**config.mk**
```make
export PLATFORM = sky130hd
export DESIGN_NAME = iir_biquad_mc
export DESIGN_NICKNAME = d
export VERILOG_FILES = /design/src/rtl/iir_mc_pkg.sv /design/src/rtl/iir_mac_sat.sv /design/src/rtl/iir_biquad_mc.sv
export SDC_FILE = /design/constraint.sdc
export NUM_CORES = 2
export LEC_CHECK = 0
export CORE_ASPECT_RATIO = 1.75
export CORE_MARGIN = 2
export CORE_UTILIZATION = 56
export DETAILED_ROUTE_END_ITERATION = 8
export PLACE_DENSITY_LB_ADDON = 0.15
export SLEW_MARGIN = 10
export SYNTH_ARGS = -nofsm -noshare
export SYNTH_HDL_FRONTEND = slang
export SYNTH_SLANG_ARGS = --single-unit
export TNS_END_PERCENT = 30
```
**constraint.sdc**
```tcl
create_clock -name clk -period 13.05 [get_ports clk]
set_input_delay 1.9575 -clock clk [delete_from_list [all_inputs] [get_ports clk]]
set_output_delay 1.9575 -clock clk [all_outputs]
set_load 0.005 [all_outputs]
```
**src/rtl/iir_mc_pkg.sv**
```systemverilog
// Shared definitions for the multi-channel biquad: tap indices, FSM states,
// accumulator sizing and the saturation range check.
package iir_mc_pkg;

  localparam int unsigned NUM_TAPS = 5;

  localparam logic [2:0] IDX_B0 = 3'd0;
  localparam logic [2:0] IDX_B1 = 3'd1;
  localparam logic [2:0] IDX_B2 = 3'd2;
  localparam logic [2:0] IDX_A1 = 3'd3;
  localparam logic [2:0] IDX_A2 = 3'd4;

  typedef enum logic [1:0] {
    ST_IDLE,
    ST_MAC,
    ST_OUT
  } state_e;

  typedef enum logic [1:0] {
    SAT_NONE,
    SAT_POS,
    SAT_NEG
  } sat_e;

  // Three guard bits cover the sum of five full-scale products.
  function automatic int acc_width(input int dw, input int cw);
    return dw + cw + 3;
  endfunction

  function automatic sat_e sat_check(input logic signed [127:0] v, input int dw);
    logic signed [127:0] hi;
    logic signed [127:0] lo;
    hi = (128'sd1 <<< (dw - 1)) - 128'sd1;
    lo = -(128'sd1 <<< (dw - 1));
    if (v > hi) return SAT_POS;
    if (v < lo) return SAT_NEG;
    return SAT_NONE;
  endfunction

endpackage

```
**src/rtl/iir_mac_sat.sv**
```systemverilog
// Shared signed multiply-accumulate with a registered accumulator; the
// output is the accumulator scaled down by FRAC and clamped to DATA_W.
module iir_mac_sat
  import iir_mc_pkg::*;
#(
  parameter int DATA_W = 32,
  parameter int COEF_W = 16,
  parameter int FRAC   = 14
) (
  input  logic                     clk,
  input  logic                     reset,
  input  logic                     clk_enable,
  input  logic                     clr_i,
  input  logic                     en_i,
  input  logic                     sub_i,
  input  logic signed [COEF_W-1:0] coef_i,
  input  logic signed [DATA_W-1:0] opnd_i,
  output logic signed [DATA_W-1:0] y_o
);

  localparam int ACC_W = acc_width(DATA_W, COEF_W);
  localparam int PRD_W = DATA_W + COEF_W;

  logic signed [PRD_W-1:0] prod;
  logic signed [ACC_W-1:0] prod_ext;
  logic signed [ACC_W-1:0] acc_q;
  logic signed [ACC_W-1:0] acc_d;
  logic signed [ACC_W-1:0] shifted;
  logic signed [127:0]     shifted_ext;

  assign prod     = PRD_W'(coef_i) * PRD_W'(opnd_i);
  assign prod_ext = {{(ACC_W - PRD_W){prod[PRD_W-1]}}, prod};

  always_comb begin
    acc_d = acc_q;
    if (clr_i)     acc_d = '0;
    else if (en_i) acc_d = sub_i ? (acc_q - prod_ext) : (acc_q + prod_ext);
  end

  always_ff @(posedge clk or negedge reset) begin
    if (!reset)          acc_q <= '0;
    else if (clk_enable) acc_q <= acc_d;
  end

  // Arithmetic shift truncates toward -inf before the clamp.
  assign shifted     = acc_q >>> FRAC;
  assign shifted_ext = {{(128 - ACC_W){shifted[ACC_W-1]}}, shifted};

  always_comb begin
    case (sat_check(shifted_ext, DATA_W))
      SAT_POS: y_o = {1'b0, {(DATA_W-1){1'b1}}};
      SAT_NEG: y_o = {1'b1, {(DATA_W-1){1'b0}}};
      default: y_o = shifted[DATA_W-1:0];
    endcase
  end

endmodule

```
**src/rtl/iir_biquad_mc.sv**
```systemverilog
// Time-multiplexed direct-form-I biquad: one MAC serves NUM_CH channels,
// each with its own coefficients and x/y history.
module iir_biquad_mc
  import iir_mc_pkg::*;
#(
  parameter int  DATA_W = 32,
  parameter int  COEF_W = 16,
  parameter int  FRAC   = 14,
  parameter int  NUM_CH = 2,
  localparam int CH_W   = (NUM_CH > 1) ? $clog2(NUM_CH) : 1
) (
  input  logic                     clk,
  input  logic                     reset,
  input  logic                     clk_enable,
  input  logic                     start_coe,
  input  logic                     coe_we,
  input  logic [CH_W-1:0]          coe_ch,
  input  logic [2:0]               coe_idx,
  input  logic signed [COEF_W-1:0] coe_data,
  input  logic signed [DATA_W-1:0] data_in,
  input  logic [CH_W-1:0]          in_ch,
  input  logic                     in_valid,
  input  logic                     hold,
  output logic                     start_togivedata,
  output logic signed [DATA_W-1:0] data_out,
  output logic [CH_W-1:0]          out_ch,
  output logic                     start_toread
);

  state_e                   state_q;
  logic [2:0]               tap_q;
  logic signed [DATA_W-1:0] x_q;
  logic [CH_W-1:0]          ch_q;
  logic                     chv_q;
  logic                     coe_run_q;
  logic signed [DATA_W-1:0] data_out_q;
  logic [CH_W-1:0]          out_ch_q;
  logic                     toread_q;

  logic signed [COEF_W-1:0] coef_q [NUM_CH][NUM_TAPS];
  logic signed [DATA_W-1:0] x1_q   [NUM_CH];
  logic signed [DATA_W-1:0] x2_q   [NUM_CH];
  logic signed [DATA_W-1:0] y1_q   [NUM_CH];
  logic signed [DATA_W-1:0] y2_q   [NUM_CH];

  logic                     idle;
  logic                     coe_rise;
  logic                     ready;
  logic                     accept;
  logic                     in_ch_ok;
  logic                     coe_wr;
  logic [CH_W-1:0]          hidx;
  logic signed [COEF_W-1:0] mac_coef;
  logic signed [DATA_W-1:0] mac_opnd;
  logic signed [DATA_W-1:0] y_sat;

  // start_coe is only tracked in IDLE so a rise during a computation is
  // seen (and clears histories) once the FSM is back in IDLE.
  assign idle     = (state_q == ST_IDLE);
  assign coe_rise = idle & start_coe & ~coe_run_q;
  assign ready    = idle & start_coe & ~hold & ~coe_rise;
  assign accept   = ready & in_valid;
  assign in_ch_ok = ({1'b0, in_ch} < (CH_W+1)'(NUM_CH));
  assign coe_wr   = coe_we & (~start_coe | coe_rise) & (coe_idx <= IDX_A2)
                  & ({1'b0, coe_ch} < (CH_W+1)'(NUM_CH));

  assign hidx = chv_q ? ch_q : '0;

  always_comb begin
    mac_coef = coef_q[hidx][tap_q];
    case (tap_q)
      IDX_B0:  mac_opnd = x_q;
      IDX_B1:  mac_opnd = x1_q[hidx];
      IDX_B2:  mac_opnd = x2_q[hidx];
      IDX_A1:  mac_opnd = y1_q[hidx];
      IDX_A2:  mac_opnd = y2_q[hidx];
      default: mac_opnd = x_q;
    endcase
  end

  iir_mac_sat #(
    .DATA_W(DATA_W),
    .COEF_W(COEF_W),
    .FRAC  (FRAC)
  ) u_mac (
    .clk       (clk),
    .reset     (reset),
    .clk_enable(clk_enable),
    .clr_i     (accept),
    .en_i      (state_q == ST_MAC),
    .sub_i     (tap_q >= IDX_A1),
    .coef_i    (mac_coef),
    .opnd_i    (mac_opnd),
    .y_o       (y_sat)
  );

  always_ff @(posedge clk or negedge reset) begin
    if (!reset) begin
      state_q    <= ST_IDLE;
      tap_q      <= IDX_B0;
      x_q        <= '0;
      ch_q       <= '0;
      chv_q      <= 1'b0;
      coe_run_q  <= 1'b0;
      data_out_q <= '0;
      out_ch_q   <= '0;
      toread_q   <= 1'b0;
      for (int c = 0; c < NUM_CH; c++) begin
        x1_q[c] <= '0;
        x2_q[c] <= '0;
        y1_q[c] <= '0;
        y2_q[c] <= '0;
        for (int k = 0; k < NUM_TAPS; k++) coef_q[c][k] <= '0;
      end
    end else if (clk_enable) begin
      toread_q <= 1'b0;
      if (idle) coe_run_q <= start_coe;
      if (coe_wr) coef_q[coe_ch][coe_idx] <= coe_data;
      if (coe_rise) begin
        for (int c = 0; c < NUM_CH; c++) begin
          x1_q[c] <= '0;
          x2_q[c] <= '0;
          y1_q[c] <= '0;
          y2_q[c] <= '0;
        end
      end

      case (state_q)
        ST_IDLE: begin
          if (accept) begin
            x_q     <= data_in;
            ch_q    <= in_ch;
            chv_q   <= in_ch_ok;
            tap_q   <= IDX_B0;
            state_q <= ST_MAC;
          end
        end
        ST_MAC: begin
          // Samples tagged with a non-existent channel are dropped silently.
          if (tap_q == IDX_A2) state_q <= chv_q ? ST_OUT : ST_IDLE;
          else                 tap_q   <= tap_q + 3'd1;
        end
        ST_OUT: begin
          data_out_q <= y_sat;
          out_ch_q   <= ch_q;
          toread_q   <= 1'b1;
          x2_q[ch_q] <= x1_q[ch_q];
          x1_q[ch_q] <= x_q;
          y2_q[ch_q] <= y1_q[ch_q];
          y1_q[ch_q] <= y_sat;
          state_q    <= ST_IDLE;
        end
        default: state_q <= ST_IDLE;
      endcase
    end
  end

  assign start_togivedata = ready;
  assign data_out         = data_out_q;
  assign out_ch           = out_ch_q;
  assign start_toread     = toread_q;

endmodule

```
-- Yosys cells after proc, flatten, opt, wreduce, memory -nomap -nowiden
Cells that the tools add are included.
- flip-flop bits (word level): 541
- bits in latches: 0
- RAM bits: 0
- bits in read-only memories: 0
- bits of input ports: 60
- output and inout port bits: 35
- logic and storage cells: 153
- memories kept: 0
- add/sub/neg operators: 3
- multipliers: 1
- divide/modulo/power cells: 0
- magnitude comparators: 12
- equal/unequal tests: 11
- shift-type cells: 0
- multiplexer cells: 68
- bitwise logic cells: 17
- reductions and logical operators: 13
- operator list (cell ; number):
    64-bit two-way mux ; 12
    32-bit two-way mux ; 19
    80-bit two-way mux ; 4
    64-bit bitwise mux ; 4
    160-bit bitwise mux ; 1
    51-bit two-way mux ; 3
    32-bit case mux with 4 select lines ; 1
    80-bit demux with 1-bit select ; 1
    32-bit case mux with 2 select lines ; 1
    51-bit by 48-bit adder with 51-bit output ; 1
    51-bit by 48-bit subtractor with 51-bit output ; 1
    16-bit binary-select mux with 3-bit select ; 1
    16-bit demux with 3-bit select ; 1
    16-bit by 32-bit multiplier with 48-bit output ; 1
    16-bit two-way mux ; 3
    37-bit by 32-bit > comparator with 1-bit output (second input constant) ; 1
    37-bit by 32-bit < comparator with 1-bit output (second input constant) ; 1
    32-bit demux with 1-bit select ; 1
    2-bit two-way mux ; 7
    4-bit greater-or-equal comparator (second input constant) ; 2
    3-bit inverter with 4-bit output ; 2
    2-bit AND reduction ; 4
    1-bit bitwise AND ; 7
    3-bit by 2-bit equality test with 1-bit output (second input constant) ; 2
    24 further kinds ; 44

-- Longest topological paths before layout
- word-level depth: 13
- gate-level depth with buffers: 51
- gate-level depth less buffers: 46

-- Hierarchy
Synthesis repeated with hierarchy kept, for this count alone.
- cells, all modules: 4505
- area total of the unflattened synthesis: 45681.3 um^2
- by module, submodules not included (module ; instances ; cells each ; area each (um^2)):
    iir_mac_sat ; 1 ; 2896 ; 24350.9
    iir_biquad_mc ; 1 ; 1609 ; 21330.5

-- Worst setup path before layout
Ideal clock, no wire load.
- path type: reg2reg
- start: register ch_q
- end: register u_mac.acc_q[45]
- library setup time: 0.135 ns
- arrival time: 11.006 ns
- required time: 12.915 ns
- setup slack: 1.909 ns
- stages on the path, launching flop included: 45
- buffers on the path: 6
- path through: dfrtp_1 nand2_2 buf_1 buf_2 clkbuf_1 buf_1 mux2i_1 o22a_1 clkbuf_1 clkbuf_1 nor2_1 fa_1 inv_1 fa_1 fa_1 inv_1 fa_1 fa_1 [9 not listed] nor4_2 nand2_1 nor3_4 a21oi_1 xor2_1 ha_1 a21oi_1 nor2_1 or2_2 a221o_1 a21o_1 a21o_1 a21oi_1 o2111ai_1 and2_1 a31oi_1 xor2_1 o31ai_1
- cells in the longest elaborated chain, start to end: 13
- elaborated cells on any way between the ends: 27
- classes of those cells: add/sub: 2; mul: 1; mux: 23; bitwise: 1
- ends and longest elaborated chain (element ; line ; text):
    from (decl) ; iir_biquad_mc.sv:33 ; logic [CH_W-1:0] ch_q;
    from (signal assigned) ; iir_biquad_mc.sv:132 ; ch_q <= in_ch;
    1-bit two-way mux (*) ; iir_biquad_mc.sv:67 ; assign hidx = chv_q ? ch_q : '0;
    1-bit inverter with 2-bit output (implied by the code) (*) ; n/a ;
    80-bit two-way mux (implied by the code) (3 in series) ; iir_biquad_mc.sv:70 ; mac_coef = coef_q[hidx][tap_q];
    16-bit binary-select mux with 3-bit select ; iir_biquad_mc.sv:70 ;
    16-bit two-way mux (implied by the code) (2 in series) ; iir_biquad_mc.sv:70 ;
    16-bit by 32-bit multiplier with 48-bit output (*) ; iir_mac_sat.sv:31 ; assign prod = PRD_W'(coef_i) * PRD_W'(opnd_i);
    51-bit by 48-bit adder with 51-bit output / 51-bit by 48-bit subtractor with 51-bit output (equally long branches) ; iir_mac_sat.sv:37 ; else if (en_i) acc_d = sub_i ? (acc_q - prod_ext) : (acc_q + prod_ext);
    51-bit two-way mux (*) (2 in series) ; iir_mac_sat.sv:37 ;
    51-bit two-way mux (*) ; iir_mac_sat.sv:36 ; if (clr_i) acc_d = '0;
    to (signal assigned) ; iir_mac_sat.sv:41 ; if (!reset) acc_q <= '0;
    to (signal assigned) ; iir_mac_sat.sv:42 ; else if (clk_enable) acc_q <= acc_d;
    to (decl) ; iir_mac_sat.sv:26 ; logic signed [ACC_W-1:0] acc_q;
Mark *: on every way between the ends. The rest lies on a longest branch, timed or not. The select of a mux whose other input is x is not followed.
A chain may end at the register's enable or synchronous reset.

-- Worst setup path after layout
- start: register tap_q[0]
- end: register u_mac.acc_q[43]
- cells in the longest elaborated chain, start to end: 9
- elaborated cells on any way between the ends: 16
- classes of those cells: add/sub: 2; mul: 1; order compare: 1; eq/ne: 4; mux: 7; bitwise: 1
- ends and longest elaborated chain (element ; line ; text):
    from (decl) ; iir_biquad_mc.sv:31 ; logic [2:0] tap_q;
    from (signal assigned) ; iir_biquad_mc.sv:141 ; else tap_q <= tap_q + 3'd1;
    3-bit inverter with 4-bit output (implied by the code) ; iir_biquad_mc.sv:70 ;
    16-bit binary-select mux with 3-bit select ; iir_biquad_mc.sv:70 ;
    16-bit two-way mux (implied by the code) (2 in series) ; iir_biquad_mc.sv:70 ;
    16-bit by 32-bit multiplier with 48-bit output ; iir_mac_sat.sv:31 ;
    51-bit by 48-bit adder with 51-bit output / 51-bit by 48-bit subtractor with 51-bit output (equally long branches) ; iir_mac_sat.sv:37 ;
    51-bit two-way mux (*) (2 in series) ; iir_mac_sat.sv:37 ;
    51-bit two-way mux (*) ; iir_mac_sat.sv:36 ;
Marks and branches as above.

==> impl_metrics.env <==
export IMPL_run_status="completed"
export IMPL_grt_max_degree=114
export IMPL_overflow=0
export IMPL_core_area_um2=79700
export IMPL_clkTransAtPathRegs_ns=0.07
export IMPL_synth_edff_count=0
export IMPL_final_area_um2=49100
export IMPL_crit_slowest_cell="fa_1"
export IMPL_dp_final_hpwl_mm=107
export IMPL_gp_congestion=0.951
export IMPL_place_area_um2=47400
export IMPL_wl_mm=143
export IMPL_firstDrtPassIters=9
export IMPL_worstMarginPinSlew_ns=1.29
export IMPL_via_count=35200
export IMPL_rsz0062_at_grt="false"
export IMPL_crit_path_end_kind="register"
export IMPL_antenna_found_initial=0
export IMPL_synth_cells=4616
export IMPL_viasPerCell=6.18
export IMPL_post_cts_resized=0
export IMPL_cts_root_buf="clkbuf_16"
export IMPL_max_freq_mhz=80.8
export IMPL_clock_path_buffers=3
export IMPL_cp_arrival_ns=12.87
export IMPL_layout_drive_gt1_share_pct=11.2
export IMPL_syn_area_um2=45000
export IMPL_postCtsSetupBuffers=0
export IMPL_areaGrowthSynthToFinish_pct=9.23
export IMPL_cts_num_sinks=541
export IMPL_cts_tree="yes"
export IMPL_synth_distinct_cells=102
export IMPL_fill_cells=6814
export IMPL_grt_use_total_pct=35.5
export IMPL_ys_warn_count=0
export IMPL_async_reset_ff_share_pct=100
export IMPL_period_needed_ns=12.37
export IMPL_synth_nets=5333
export IMPL_grt_pass1_wl_mm=219
export IMPL_fp_dieW_um=218
export IMPL_final_setup_viol_count=0
export IMPL_setup_tns_final_ns=0
export IMPL_cpMostUsedCell="fa_1"
export IMPL_numCtsBuffers=52
export IMPL_worstSetupPathType="reg2reg"
export IMPL_drtAntennaViolNets=0
export IMPL_insertion_delay_ns=0.64
export IMPL_die_y_um=379
export IMPL_post_route_drc_count=0
export IMPL_ys_flop_type="dfrtp_1"
export IMPL_synth_seq_area_share_pct=30.1
export IMPL_die_area_um2=82700
export IMPL_place_ws_ns=0.830
export IMPL_slew_headroom_pct=13.7
export IMPL_cts_hold_buffers=0
export IMPL_fin_nets=5330
export IMPL_first_iter_violations=2995
export IMPL_critPathMaxStageDelay_ns=0.57
export IMPL_htreeDepth=2
export IMPL_grt_pass1_vias=37000
export IMPL_avgSynthCellArea_um2=9.75
export IMPL_fin_worst_skew_ns=0.0382
export IMPL_startpoint_type="register"
export IMPL_ios=95
export IMPL_synth_seq_cells=541
export IMPL_path_max_fanout=18
export IMPL_rows=137
export IMPL_drv_cap=0
export IMPL_hold_viol_final=0
export IMPL_critical_path_required_ns=13.54
export IMPL_layout_setup_ws_ns=0.678
export IMPL_initial_core_util_pct=56.4
export IMPL_port_buffers=94
export IMPL_fin_crit_sh_pct=94.8
export IMPL_wl_per_cell_um=25.1
export IMPL_holdCritPathClass="reg2reg"
export IMPL_drv_slew=0
-- sequential cells by signal (all words and copies together) (netlist names) --
register,cells
chv_q,1
coef_q,160
data_out,32
tap_q,3
ch_q,1
y2_q,64
x1_q,64
y1_q,64
start_toread,1
x2_q,64
x_q,32
state_q,2
coe_run_q,1
out_ch,1
u_mac.acc_q,51
-- cell families after synthesis --
group / Yosys count / share of synthesized area [%]
xor+xnor: 125 / 2.56
compound gates: 946 / 14.6
simple gates: 1185 / 11.4
fa+ha+maj: 657 / 26.4
buf+inv: 894 / 7.49
flops: 541 / 30.1
mux: 268 / 7.40
-- layer usage --
metal | up-vias | track usage, % | wire length [um]
met5 | - | 0 | 0
met4 | 0 | 31.1 | 15300
met3 | 591 | 5.42 | 8870
li1 | 15300 | - | -
met1 | 17800 | 38.3 | 48600
met2 | 1482 | 60.5 | 70000
-- path summary, 6_finish.rpt --
check                                              from                           to  slack, ns  depth (start not counted)
worst min-delay path            data_out[8]$_DFFE_PN0P_      data_out[8]$_DFFE_PN0P_       0.48                          2
min in group asynchronous                         reset           x_q[3]$_DFFE_PN0P_       1.38                          1
worst min register to register  data_out[8]$_DFFE_PN0P_      data_out[8]$_DFFE_PN0P_       0.48                          2
max in group asynchronous                         reset      coef_q[142]$_DFFE_PN0P_       9.18                          3
worst max register to register     tap_q[0]$_DFFE_PN0P_  u_mac.acc_q[43]$_DFFE_PN0P_       0.68                         43
worst max-delay path               tap_q[0]$_DFFE_PN0P_  u_mac.acc_q[43]$_DFFE_PN0P_       0.68                         43
-- synthesized netlist by cell type, drive strengths merged (38+ instances only) --
| cell | count | share of area, % |
|---|---|---|
| a22o | 193 | 3.8 |
| a221oi | 64 | 1.3 |
| clkbuf | 222 | 1.9 |
| xor2 | 53 | 1.0 |
| nand2b | 38 | 0.53 |
| inv | 622 | 5.2 |
| mux2 | 196 | 4.9 |
| dfrtp | 541 | 30 |
| o21ai | 238 | 2.7 |
| buf | 48 | 0.43 |
| ha | 170 | 4.7 |
| a21oi | 184 | 2.1 |
| mux2i | 40 | 0.89 |
| nand2 | 557 | 4.7 |
| nor2 | 384 | 3.2 |
| fa | 487 | 22 |
| xnor2 | 72 | 1.5 |
| a21o | 46 | 0.77 |
-- area by class of cell --
cell class | instances | area (um2) | area share [%]
diodes | 1 | 2.50 | 0.00509
clock buffers | 71 | 1440 | 2.94
clock inverters | 23 | 293 | 0.596
inverters | 624 | 2340 | 4.77
multi-input cells | 3181 | 28300 | 57.6
flip-flops and latches | 541 | 13500 | 27.5
well taps | 1042 | 1300 | 2.65
repair buffers | 213 | 1900 | 3.87
-- placed cells by master (no fill, tap or decap), types with 63 or more instances in the layout --
master / n
xnor2_1: 67
a22o_1: 193
nor2_1: 380
buf_4: 114
o21ai_0: 199
clkdlybuf4s50_1: 93
fa_1: 487
dfrtp_1: 541
mux2_2: 196
ha_1: 169
nand2_1: 554
a21oi_1: 180
inv_1: 621
a221oi_1: 63
-- critical path, delay by kind of cell (launching register included) --
family          cells  cell delay (ns)
simple gates       11             2.89
xor+xnor            2             0.44
buf+inv             6             0.62
flops               1             0.45
fa+ha+maj           9             4.09
compound gates     15             3.72
-- metrics by stage --
stage | std cells | utilization, % | hold WS [ns]
final | 5696 | 61.7 | 0.476
after global placement | 5601 | 59.5 | 0.460
after CTS | 5695 | 61.7 | 0.484
after floorplan | 4616 | - | 0.449
after global routing | 5695 | 61.7 | 0.508
after detailed placement | 5601 | 59.5 | 0.470
Power is left out: the tool's default activity adds up to more than one toggle a clock period on the data nets, which glitch-free logic cannot reach.
